[config.mk]
export PLATFORM = sky130hd
export DESIGN_NAME = ir_addr_gen
export DESIGN_NICKNAME = d
export VERILOG_FILES = /design/src/rtl/ir_addr_gen.sv
export SDC_FILE = /design/constraint.sdc
export NUM_CORES = 1
export LEC_CHECK = 0
export CAP_MARGIN = 5
export CORE_MARGIN = 4
export CORE_UTILIZATION = 59
export CTS_CLUSTER_DIAMETER = 50
export DETAILED_ROUTE_END_ITERATION = 10
export MAX_ROUTING_LAYER = met4
export PLACE_DENSITY = 0.79
export SETUP_SLACK_MARGIN = 0.05
export SLEW_MARGIN = 20
export SYNTH_ARGS = -nofsm -noshare
export SYNTH_HDL_FRONTEND = slang
export SYNTH_SLANG_ARGS = --single-unit
[constraint.sdc]
create_clock -name i_clk -period 7.4 [get_ports i_clk]
set_clock_uncertainty 0.05 [all_clocks]
set_input_delay 1.85 -clock i_clk [delete_from_list [all_inputs] [get_ports i_clk]]
set_output_delay 1.85 -clock i_clk [all_outputs]
set_load 0.1 [all_outputs]
[src/rtl/ir_addr_gen.sv]
// -----------------------------------------------------------------------------
// ir_addr_gen
//
// Per-row input-address generator for the input router. When the controller
// raises i_ag_en for this row's id, the block latches the output coordinate
// and kernel geometry, then walks the K x K kernel window, writing one
// input-SRAM address per cycle into a local show-ahead FIFO. The tile reader
// and address comparator drain that FIFO; o_empty feeds the controller's
// i_addr_empty.
//
// Parameters:
//   ROW_COUNT   width of the row-id bus
//   ROW_ID      row id this instance responds to
//   ADDR_WIDTH  width of addresses, coordinates and sizes
//   FIFO_DEPTH  address FIFO entries (power of two, >= 2)
//
// Ports:
//   i_clk          clock
//   i_nrst         asynchronous active-low reset
//   i_reg_clear    synchronous clear, same effect as reset
//   i_ag_en        coordinate valid from the controller
//   i_row_id       row id qualifying i_ag_en
//   i_o_x, i_o_y   output coordinate (already stride-scaled)
//   i_start_addr   base address of the input tile
//   i_i_size       input feature-map row length
//   i_k_size       kernel side K
//   i_pop          consumer pop request
//   o_addr         FIFO head (show-ahead, don't-care while empty)
//   o_empty        FIFO empty
//   o_full         FIFO full
//   o_busy         generation in progress (this is the FSM state: 1 = GEN)
//   o_gen_done     one-cycle pulse after the last address is written
//   o_err          sticky: an accept arrived while generation was running
//
// Consumer handshake: o_empty low acts as "valid" and i_pop as "ready";
// an entry transfers on every rising edge where i_pop && !o_empty, after
// which o_addr shows the next entry. i_pop while empty is ignored.
// -----------------------------------------------------------------------------
module ir_addr_gen #(
    parameter int ROW_COUNT  = 4,
    parameter int ROW_ID     = 0,
    parameter int ADDR_WIDTH = 8,
    parameter int FIFO_DEPTH = 16
) (
    input  logic                  i_clk,
    input  logic                  i_nrst,
    input  logic                  i_reg_clear,
    input  logic                  i_ag_en,
    input  logic [ROW_COUNT-1:0]  i_row_id,
    input  logic [ADDR_WIDTH-1:0] i_o_x,
    input  logic [ADDR_WIDTH-1:0] i_o_y,
    input  logic [ADDR_WIDTH-1:0] i_start_addr,
    input  logic [ADDR_WIDTH-1:0] i_i_size,
    input  logic [ADDR_WIDTH-1:0] i_k_size,
    input  logic                  i_pop,
    output logic [ADDR_WIDTH-1:0] o_addr,
    output logic                  o_empty,
    output logic                  o_full,
    output logic                  o_busy,
    output logic                  o_gen_done,
    output logic                  o_err
);

    localparam int PTR_W = (FIFO_DEPTH > 1) ? $clog2(FIFO_DEPTH) : 1;
    localparam int CNT_W = PTR_W + 1;

    localparam logic [ROW_COUNT-1:0]  ROW_ID_V = ROW_COUNT'(ROW_ID);
    localparam logic [CNT_W-1:0]      DEPTH_V  = CNT_W'(FIFO_DEPTH);
    localparam logic [CNT_W-1:0]      CNT_ONE  = CNT_W'(1);
    localparam logic [PTR_W-1:0]      PTR_ONE  = PTR_W'(1);
    localparam logic [ADDR_WIDTH-1:0] A_ZERO   = '0;
    localparam logic [ADDR_WIDTH-1:0] A_ONE    = ADDR_WIDTH'(1);

    typedef enum logic {
        ST_IDLE = 1'b0,
        ST_GEN  = 1'b1
    } state_t;

    // -------------------------------------------------------------------------
    // Registers
    // -------------------------------------------------------------------------
    state_t                  state_q;
    logic [ADDR_WIDTH-1:0]   x_q;
    logic [ADDR_WIDTH-1:0]   y_q;
    logic [ADDR_WIDTH-1:0]   start_q;
    logic [ADDR_WIDTH-1:0]   isize_q;
    logic [ADDR_WIDTH-1:0]   k_q;
    logic [ADDR_WIDTH-1:0]   kx_q;
    logic [ADDR_WIDTH-1:0]   ky_q;
    logic                    gen_done_q;
    logic                    err_q;

    logic [ADDR_WIDTH-1:0]   mem [FIFO_DEPTH];
    logic [PTR_W-1:0]        wr_ptr_q;
    logic [PTR_W-1:0]        rd_ptr_q;
    logic [CNT_W-1:0]        count_q;

    // -------------------------------------------------------------------------
    // Combinational control
    // -------------------------------------------------------------------------
    logic                  accept;
    logic                  in_gen;
    logic                  fifo_full;
    logic                  fifo_empty;
    logic                  push;
    logic                  pop;
    logic [ADDR_WIDTH-1:0] k_last;
    logic                  ky_wrap;
    logic                  window_last;
    logic [ADDR_WIDTH-1:0] row_sum;
    logic [ADDR_WIDTH-1:0] col_sum;
    logic [ADDR_WIDTH-1:0] row_offset;
    logic [ADDR_WIDTH-1:0] gen_addr;

    assign accept     = i_ag_en && (i_row_id == ROW_ID_V);
    assign in_gen     = (state_q == ST_GEN);
    assign fifo_full  = (count_q == DEPTH_V);
    assign fifo_empty = (count_q == '0);

    // Push is judged on the registered count only, so a pop in the same
    // cycle never makes room for a push while the FIFO is full.
    assign push = in_gen && !fifo_full;
    assign pop  = i_pop && !fifo_empty;

    assign k_last      = k_q - A_ONE;
    assign ky_wrap     = (ky_q == k_last);
    assign window_last = ky_wrap && (kx_q == k_last);

    // All terms are ADDR_WIDTH wide; the address wraps modulo 2^ADDR_WIDTH.
    assign row_sum    = x_q + kx_q;
    assign col_sum    = y_q + ky_q;
    assign row_offset = row_sum * isize_q;
    assign gen_addr   = start_q + row_offset + col_sum;

    // -------------------------------------------------------------------------
    // Window-walk FSM
    // -------------------------------------------------------------------------
    always_ff @(posedge i_clk or negedge i_nrst) begin
        if (!i_nrst) begin
            state_q    <= ST_IDLE;
            x_q        <= '0;
            y_q        <= '0;
            start_q    <= '0;
            isize_q    <= '0;
            k_q        <= '0;
            kx_q       <= '0;
            ky_q       <= '0;
            gen_done_q <= 1'b0;
            err_q      <= 1'b0;
        end else if (i_reg_clear) begin
            state_q    <= ST_IDLE;
            x_q        <= '0;
            y_q        <= '0;
            start_q    <= '0;
            isize_q    <= '0;
            k_q        <= '0;
            kx_q       <= '0;
            ky_q       <= '0;
            gen_done_q <= 1'b0;
            err_q      <= 1'b0;
        end else begin
            gen_done_q <= 1'b0;
            unique case (state_q)
                ST_IDLE: begin
                    if (accept) begin
                        x_q     <= i_o_x;
                        y_q     <= i_o_y;
                        start_q <= i_start_addr;
                        isize_q <= i_i_size;
                        k_q     <= i_k_size;
                        kx_q    <= '0;
                        ky_q    <= '0;
                        // An empty window finishes immediately without
                        // ever entering GEN.
                        if (i_k_size == A_ZERO) begin
                            gen_done_q <= 1'b1;
                        end else begin
                            state_q <= ST_GEN;
                        end
                    end
                end
                ST_GEN: begin
                    // A second coordinate during a walk is dropped; only
                    // the sticky error records it.
                    if (accept) begin
                        err_q <= 1'b1;
                    end
                    if (push) begin
                        if (ky_wrap) begin
                            ky_q <= '0;
                            if (window_last) begin
                                kx_q       <= '0;
                                gen_done_q <= 1'b1;
                                state_q    <= ST_IDLE;
                            end else begin
                                kx_q <= kx_q + A_ONE;
                            end
                        end else begin
                            ky_q <= ky_q + A_ONE;
                        end
                    end
                end
                default: begin
                    state_q <= ST_IDLE;
                end
            endcase
        end
    end

    // -------------------------------------------------------------------------
    // Address FIFO: pointers and occupancy
    // -------------------------------------------------------------------------
    always_ff @(posedge i_clk or negedge i_nrst) begin
        if (!i_nrst) begin
            wr_ptr_q <= '0;
            rd_ptr_q <= '0;
            count_q  <= '0;
        end else if (i_reg_clear) begin
            wr_ptr_q <= '0;
            rd_ptr_q <= '0;
            count_q  <= '0;
        end else begin
            if (push) begin
                wr_ptr_q <= wr_ptr_q + PTR_ONE;
            end
            if (pop) begin
                rd_ptr_q <= rd_ptr_q + PTR_ONE;
            end
            unique case ({push, pop})
                2'b10:   count_q <= count_q + CNT_ONE;
                2'b01:   count_q <= count_q - CNT_ONE;
                default: count_q <= count_q;
            endcase
        end
    end

    // Storage carries no reset: its content is only observable through
    // o_addr, which is don't-care while the FIFO is empty.
    always_ff @(posedge i_clk) begin
        if (push) begin
            mem[wr_ptr_q] <= gen_addr;
        end
    end

    // -------------------------------------------------------------------------
    // Outputs
    // -------------------------------------------------------------------------
    assign o_addr     = mem[rd_ptr_q];
    assign o_empty    = fifo_empty;
    assign o_full     = fifo_full;
    assign o_busy     = in_gen;
    assign o_gen_done = gen_done_q;
    assign o_err      = err_q;

endmodule

After elaboration in Yosys (flattened, before gate mapping)
Memories as Yosys holds them, arrays and structs flattened.
Cells that the tools add are included.
{"block": "totals", "reg_bits": 72, "latchBits": 0, "rom_bits": 0, "mem_bits_rw": 128, "in_bits": 49, "out_inout_bits": 13, "wordCells": 104, "n_memories": 1}
{"block": "classes", "n_mux": 50, "bitwise_logic": 1, "n_shift": 0, "addsub": 11, "n_lt_le_gt_ge": 0, "div_mod_pow": 0, "mul": 1, "n_reduce_logical": 18, "n_eq_ne": 9}
{"memory": "mem", "depth": 16, "word_bits": 8, "read_ports": 1, "rd_clocked_by_memory_dff": 0, "write_ports": 1, "line": "93", "source": "logic [ADDR_WIDTH-1:0] mem [FIFO_DEPTH];"}
{"cell": "8-bit 2-to-1 mux", "n": 23}
{"cell": "8-bit adder", "n": 4}
{"cell": "8-bit case mux with 2 select lines", "n": 2}
{"cell": "1-bit 2-to-1 mux", "n": 17}
{"cell": "8-bit by 1-bit adder with 8-bit output, second input constant", "n": 2}
{"cell": "8-bit equality test", "n": 2}
{"cell": "4-bit 2-to-1 mux", "n": 4}
{"cell": "5-bit case mux with 2 select lines", "n": 1}
{"cell": "4-bit by 1-bit adder with 4-bit output, second input constant", "n": 2}
{"cell": "8-bit zero test", "n": 1}
{"cell": "8-bit by 8-bit multiplier with 8-bit output", "n": 1}
{"cell": "2-bit nonzero test", "n": 4}
{"cell": "8-bit by 1-bit subtractor with 8-bit output, second input constant", "n": 1}
{"cell": "3-bit by 2-bit inequality test with 1-bit output, second input constant", "n": 2}
{"cell": "2-bit AND reduction", "n": 3}
{"cell": "5-bit by 1-bit adder with 5-bit output, second input constant", "n": 1}
{"cell": "5-bit equality test, second input constant", "n": 1}
{"cell": "5-bit zero test", "n": 1}
{"cell": "5-bit 2-to-1 mux", "n": 1}
{"cell": "5-bit by 1-bit subtractor with 5-bit output, second input constant", "n": 1}
{"cell": "1-bit logical AND", "n": 4}
{"cell": "4-bit zero test", "n": 1}
{"cell": "1-bit case mux with 2 select lines", "n": 2}
{"cell": "3-bit inequality test, second input constant", "n": 1}
{"cell": "7 further kinds", "n": 8}

Depth between registers and ports, before layout
{"block": "logic_depth", "ltp_word": 8, "ltp_mapped": 25, "mapped_depth_nobuf": 25}

Worst setup path after synthesis
Ideal clock, no wire load.
{"block": "synth_path", "path_type": "register -> register", "from": "reg kx_q[0]", "to": "mem mem[0][7] (data pin)", "arrival_ps": 6131, "slack_ps": 922, "path_stages_with_launch": 26, "synth_period_minus_slack_ps": 6478, "setup_ps": 297, "path_cell_list": "dfrtp_1 ha_1 inv_1 fa_1 nor2b_1 o221ai_1 nand2b_1 a21oi_1 xnor2_1 nand2_1 fa_1 inv_1 fa_1 inv_1 fa_1 inv_1 fa_1 inv_1 fa_1 xor2_1 xnor2_1 xnor2_1 xnor2_1 xnor3_1 xnor3_1 xnor2_1"}
{"block": "synth_between", "elab_chain_cells": 4}
{"element": "start: declaration", "line": "88", "source": "logic [ADDR_WIDTH-1:0] kx_q;"}
{"element": "start signal: assignment", "line": "196", "source": "kx_q <= kx_q + A_ONE;"}
{"element": "8-bit adder", "line": "130", "source": "assign row_sum = x_q + kx_q;"}
{"element": "8-bit by 8-bit multiplier with 8-bit output", "line": "132", "source": "assign row_offset = row_sum * isize_q;"}
{"element": "8-bit adder (2 in series)", "line": "133", "source": "assign gen_addr = start_q + row_offset + col_sum;"}
{"element": "net gen_addr[7]", "line": "113", "source": "logic [ADDR_WIDTH-1:0] gen_addr;"}
{"element": "end: declaration", "line": "93"}
The timed path passes the listed nets, and every way through them passes these cells.

Worst setup path after layout
{"block": "layout_path", "from": "reg kx_q[0]", "to": "mem mem[1][7] (data pin)"}
The elaborated chain is that of the path after synthesis.

==> impl_metrics.env <==
export IMPL_ys_seq_area_frac=0.541
export IMPL_grt_max_degree=73
export IMPL_tritoncts="done"
export IMPL_maxUsedRoutingLayer="met4"
export IMPL_setup_ws_ps=605
export IMPL_outcome="complete, no violations"
export IMPL_setup_violations=0
export IMPL_synth_edf_count=128
export IMPL_port_buffers=61
export IMPL_synth_fa_ha_area_frac=0.108
export IMPL_h_tree_depth=4
export IMPL_area_growth_pct=13.6
export IMPL_die_x_um=141
export IMPL_synth_compound_area_share=0.0766
export IMPL_fin_util=0.685
export IMPL_cts_sinks=200
export IMPL_maxSlewHeadroom=0.337
export IMPL_vias=6472
export IMPL_die_h_um=141
export IMPL_wl_um=23100
export IMPL_worstSetupStartpointType="flip-flop"
export IMPL_wl_per_cell_um=21.8
export IMPL_synth_top_area_cell="edfxtp_1"
export IMPL_synth_most_common_cell="edfxtp_1"
export IMPL_pre_cts_slack_ps=270
export IMPL_synth_fp_nets=887
export IMPL_power_internal_mw=1.93
export IMPL_num_antenna_cells=0
export IMPL_yosysWarningCount=0
export IMPL_globalRouteTotalUtil=0.250
export IMPL_p_comb_frac=0.250
export IMPL_die_area_um2=19900
export IMPL_avgSynthCellArea_um2=13.6
export IMPL_routed_via_density=6.12
export IMPL_root_buffer="clkbuf_16"
export IMPL_postCtsSetupBuffers=0
export IMPL_power_density_nw_per_um2=238
export IMPL_dr_wl_met3_um=1050
export IMPL_synthCells=767
export IMPL_fmax_mhz=147
export IMPL_power_switching_mw=0.894
export IMPL_synthArstFlopShare=0.360
export IMPL_drv_cap=0
export IMPL_grt_pass1_vias=6691
export IMPL_antenna_found_initial=0
export IMPL_synth_top_family_by_area="adder cells"
export IMPL_hold_path_class="reg2reg"
export IMPL_synth_area_um2=10400
export IMPL_cp_end_kind="flip-flop"
export IMPL_fin_tns_setup_ps=0
export IMPL_power_leakage_nw=4.66
export IMPL_cts_made_buffers=17
export IMPL_ys_ff_latch=200
export IMPL_r2r_slack_ps=610
export IMPL_worst_path_max_fanout=16
export IMPL_hold_viol=0
export IMPL_swShare=0.317
export IMPL_yosys_top_cells_count="edfxtp_1, inv_1, dfrtp_1, nand2_1"
export IMPL_path_clk_slew_ps=70
export IMPL_drt_pass1_iter_count=5
export IMPL_rsz0062_at_grt="no"
export IMPL_place_gp_congestion=0.889
export IMPL_post_route_drc_count=0
export IMPL_place_hpwl_um=15300
export IMPL_hold_buffers=0
export IMPL_coreArea_um2=17300
export IMPL_fin_crit_sh=0.918
export IMPL_grt_ovfl_total=0
export IMPL_nets=940
export IMPL_required_ps=7500
export IMPL_grt_pass1_wl_um=36700
export IMPL_ys_flop_type="edfxtp_1"
export IMPL_io_pins=62
export IMPL_peakVddDrop_mv=0.195
export IMPL_pwr_share_clk=0.315
export IMPL_start_util=0.603
export IMPL_synth_top_cell_area_share=0.368
export IMPL_synthTopCellsByArea="edfxtp_1, dfrtp_1, mux4_2, fa_1, ha_1"
export IMPL_yosys_cell_types_count=55
export IMPL_drt_iter0_markers=491
export IMPL_drt_met1_wl_um=8790
export IMPL_drive_gt1_frac=0.109
export IMPL_cts_buffer_depth=2
export IMPL_synth_mux_area_frac=0.0931
export IMPL_synth_xor_area_share=0.0515
export IMPL_seq_power_share=0.436
export IMPL_crit_arrival_ps=6900
export IMPL_clkLatencyLatePin_ps=450
export IMPL_synth_simple_area_share=0.0885
export IMPL_wl_met2_um=12500
export IMPL_fin_crit_ps=6790
export IMPL_ant_nets=0
export IMPL_setup_worst_path_class="reg2reg"
export IMPL_cts_resized=0
export IMPL_rows=48
export IMPL_tightest_slew_ps=991
export IMPL_slew_viol_final=0
==> registers in the layout, summed over array words and instances, names as in the netlist, 5 cells and up <==
signal / cells
count_q: 5
isize_q: 8
k_q: 8
kx_q: 8
ky_q: 8
mem: 128
start_q: 8
x_q: 8
y_q: 8
==> final timing paths <==
path	depth (start not counted)	to	from
min in group asynchronous	1	y_q[4]$_DFFE_PN0P_	i_nrst
min reg2reg	2	o_err$_DFFE_PN0P_	o_err$_DFFE_PN0P_
max in group asynchronous	1	rd_ptr_q[0]$_DFFE_PN0P_	i_nrst
max reg2reg	25	mem[1][7]$_DFFE_PP_	kx_q[0]$_DFFE_PN0P_
max	25	mem[1][7]$_DFFE_PP_	kx_q[0]$_DFFE_PN0P_
min	2	o_err$_DFFE_PN0P_	o_err$_DFFE_PN0P_
==> critical path: stages (launching register included) <==
cell      delay, ps
dfrtp_1         450
ha_1            210
inv_1            60
fa_1            390
nor2b_1         180
o221ai_1        160
nand2b_1        120
a21oi_1          80
xnor2_1         130
nand2_1          90
fa_1            510
inv_1            50
fa_1            500
inv_1            60
fa_1            540
inv_1            50
fa_1            470
inv_1            50
fa_1            380
xor2_1          160
xnor2_1         180
xnor2_1         160
xnor2_1         140
xnor3_1         430
xnor3_1         390
xnor2_2         520
==> stage by stage <==
stage | power [mW] | area (um2) | instances | hold WS [ps]
floorplan | 1.79 | 10400 | 767 | 416
finish | 2.82 | 11900 | 1058 | 454
global placement | 1.93 | 11200 | 1025 | 433
CTS | 2.83 | 11800 | 1057 | 458
detailed placement | 1.95 | 11200 | 1025 | 440
global route | 2.93 | 11900 | 1058 | 468
==> power by group through the flow <==
stage | Sequential [mW] | Clock (mW) | Combinational (mW)
after global placement | 1.25 | 0 | 0.684
after CTS | 1.23 | 0.895 | 0.711
after detailed placement | 1.25 | 0 | 0.702
after global routing | 1.23 | 0.953 | 0.750
final | 1.23 | 0.888 | 0.704
after floorplan | 1.25 | 0 | 0.545
==> cells by family after synthesis <==
family                     after synthesis
and+or+nand+nor                        174
AOI/OAI and AO/OA                      108
DFF                                    200
muxes                                   47
adders and majority gates               72
buffers and inverters                  111
xor gates and xnor gates                55
==> metal layers <==
metal | vias up | track usage
met5 | - | -
met4 | 0 | 0.0928
met3 | 48 | 0.0397
met2 | 210 | 0.429
met1 | 3289 | 0.301
li1 | 2925 | -
==> cells in the final DEF (no fill, tap or decap), types with 27 or more instances in the layout <==
| cell type | netlist | routed |
|---|---|---|
| nand2_1 | 45 | 45 |
| ha_1 | 40 | 40 |
| edfxtp_1 | 128 | 128 |
| dfrtp_1 | 72 | 71 |
| a22o_1 | 40 | 40 |
| inv_1 | 79 | 79 |
| clkdlybuf4s50_1 | 0 | 60 |
| nor2_1 | 27 | 27 |
| xnor2_1 | 37 | 33 |
| mux4_2 | 40 | 40 |
| fa_1 | 31 | 31 |
==> layout make-up <==
| class | count | area, um2 |
|---|---|---|
| Clock buffer | 17 | 425 |
| Timing Repair Buffer | 66 | 666 |
| Clock inverter | 15 | 131 |
| Inverter | 79 | 297 |
| Multi-Input combinational cell | 456 | 4410 |
| Tap cell | 225 | 282 |
| Fill cell | 1162 | 5440 |
| Sequential cell | 200 | 5650 |
Note: power is estimated with default switching activity, not from simulation.
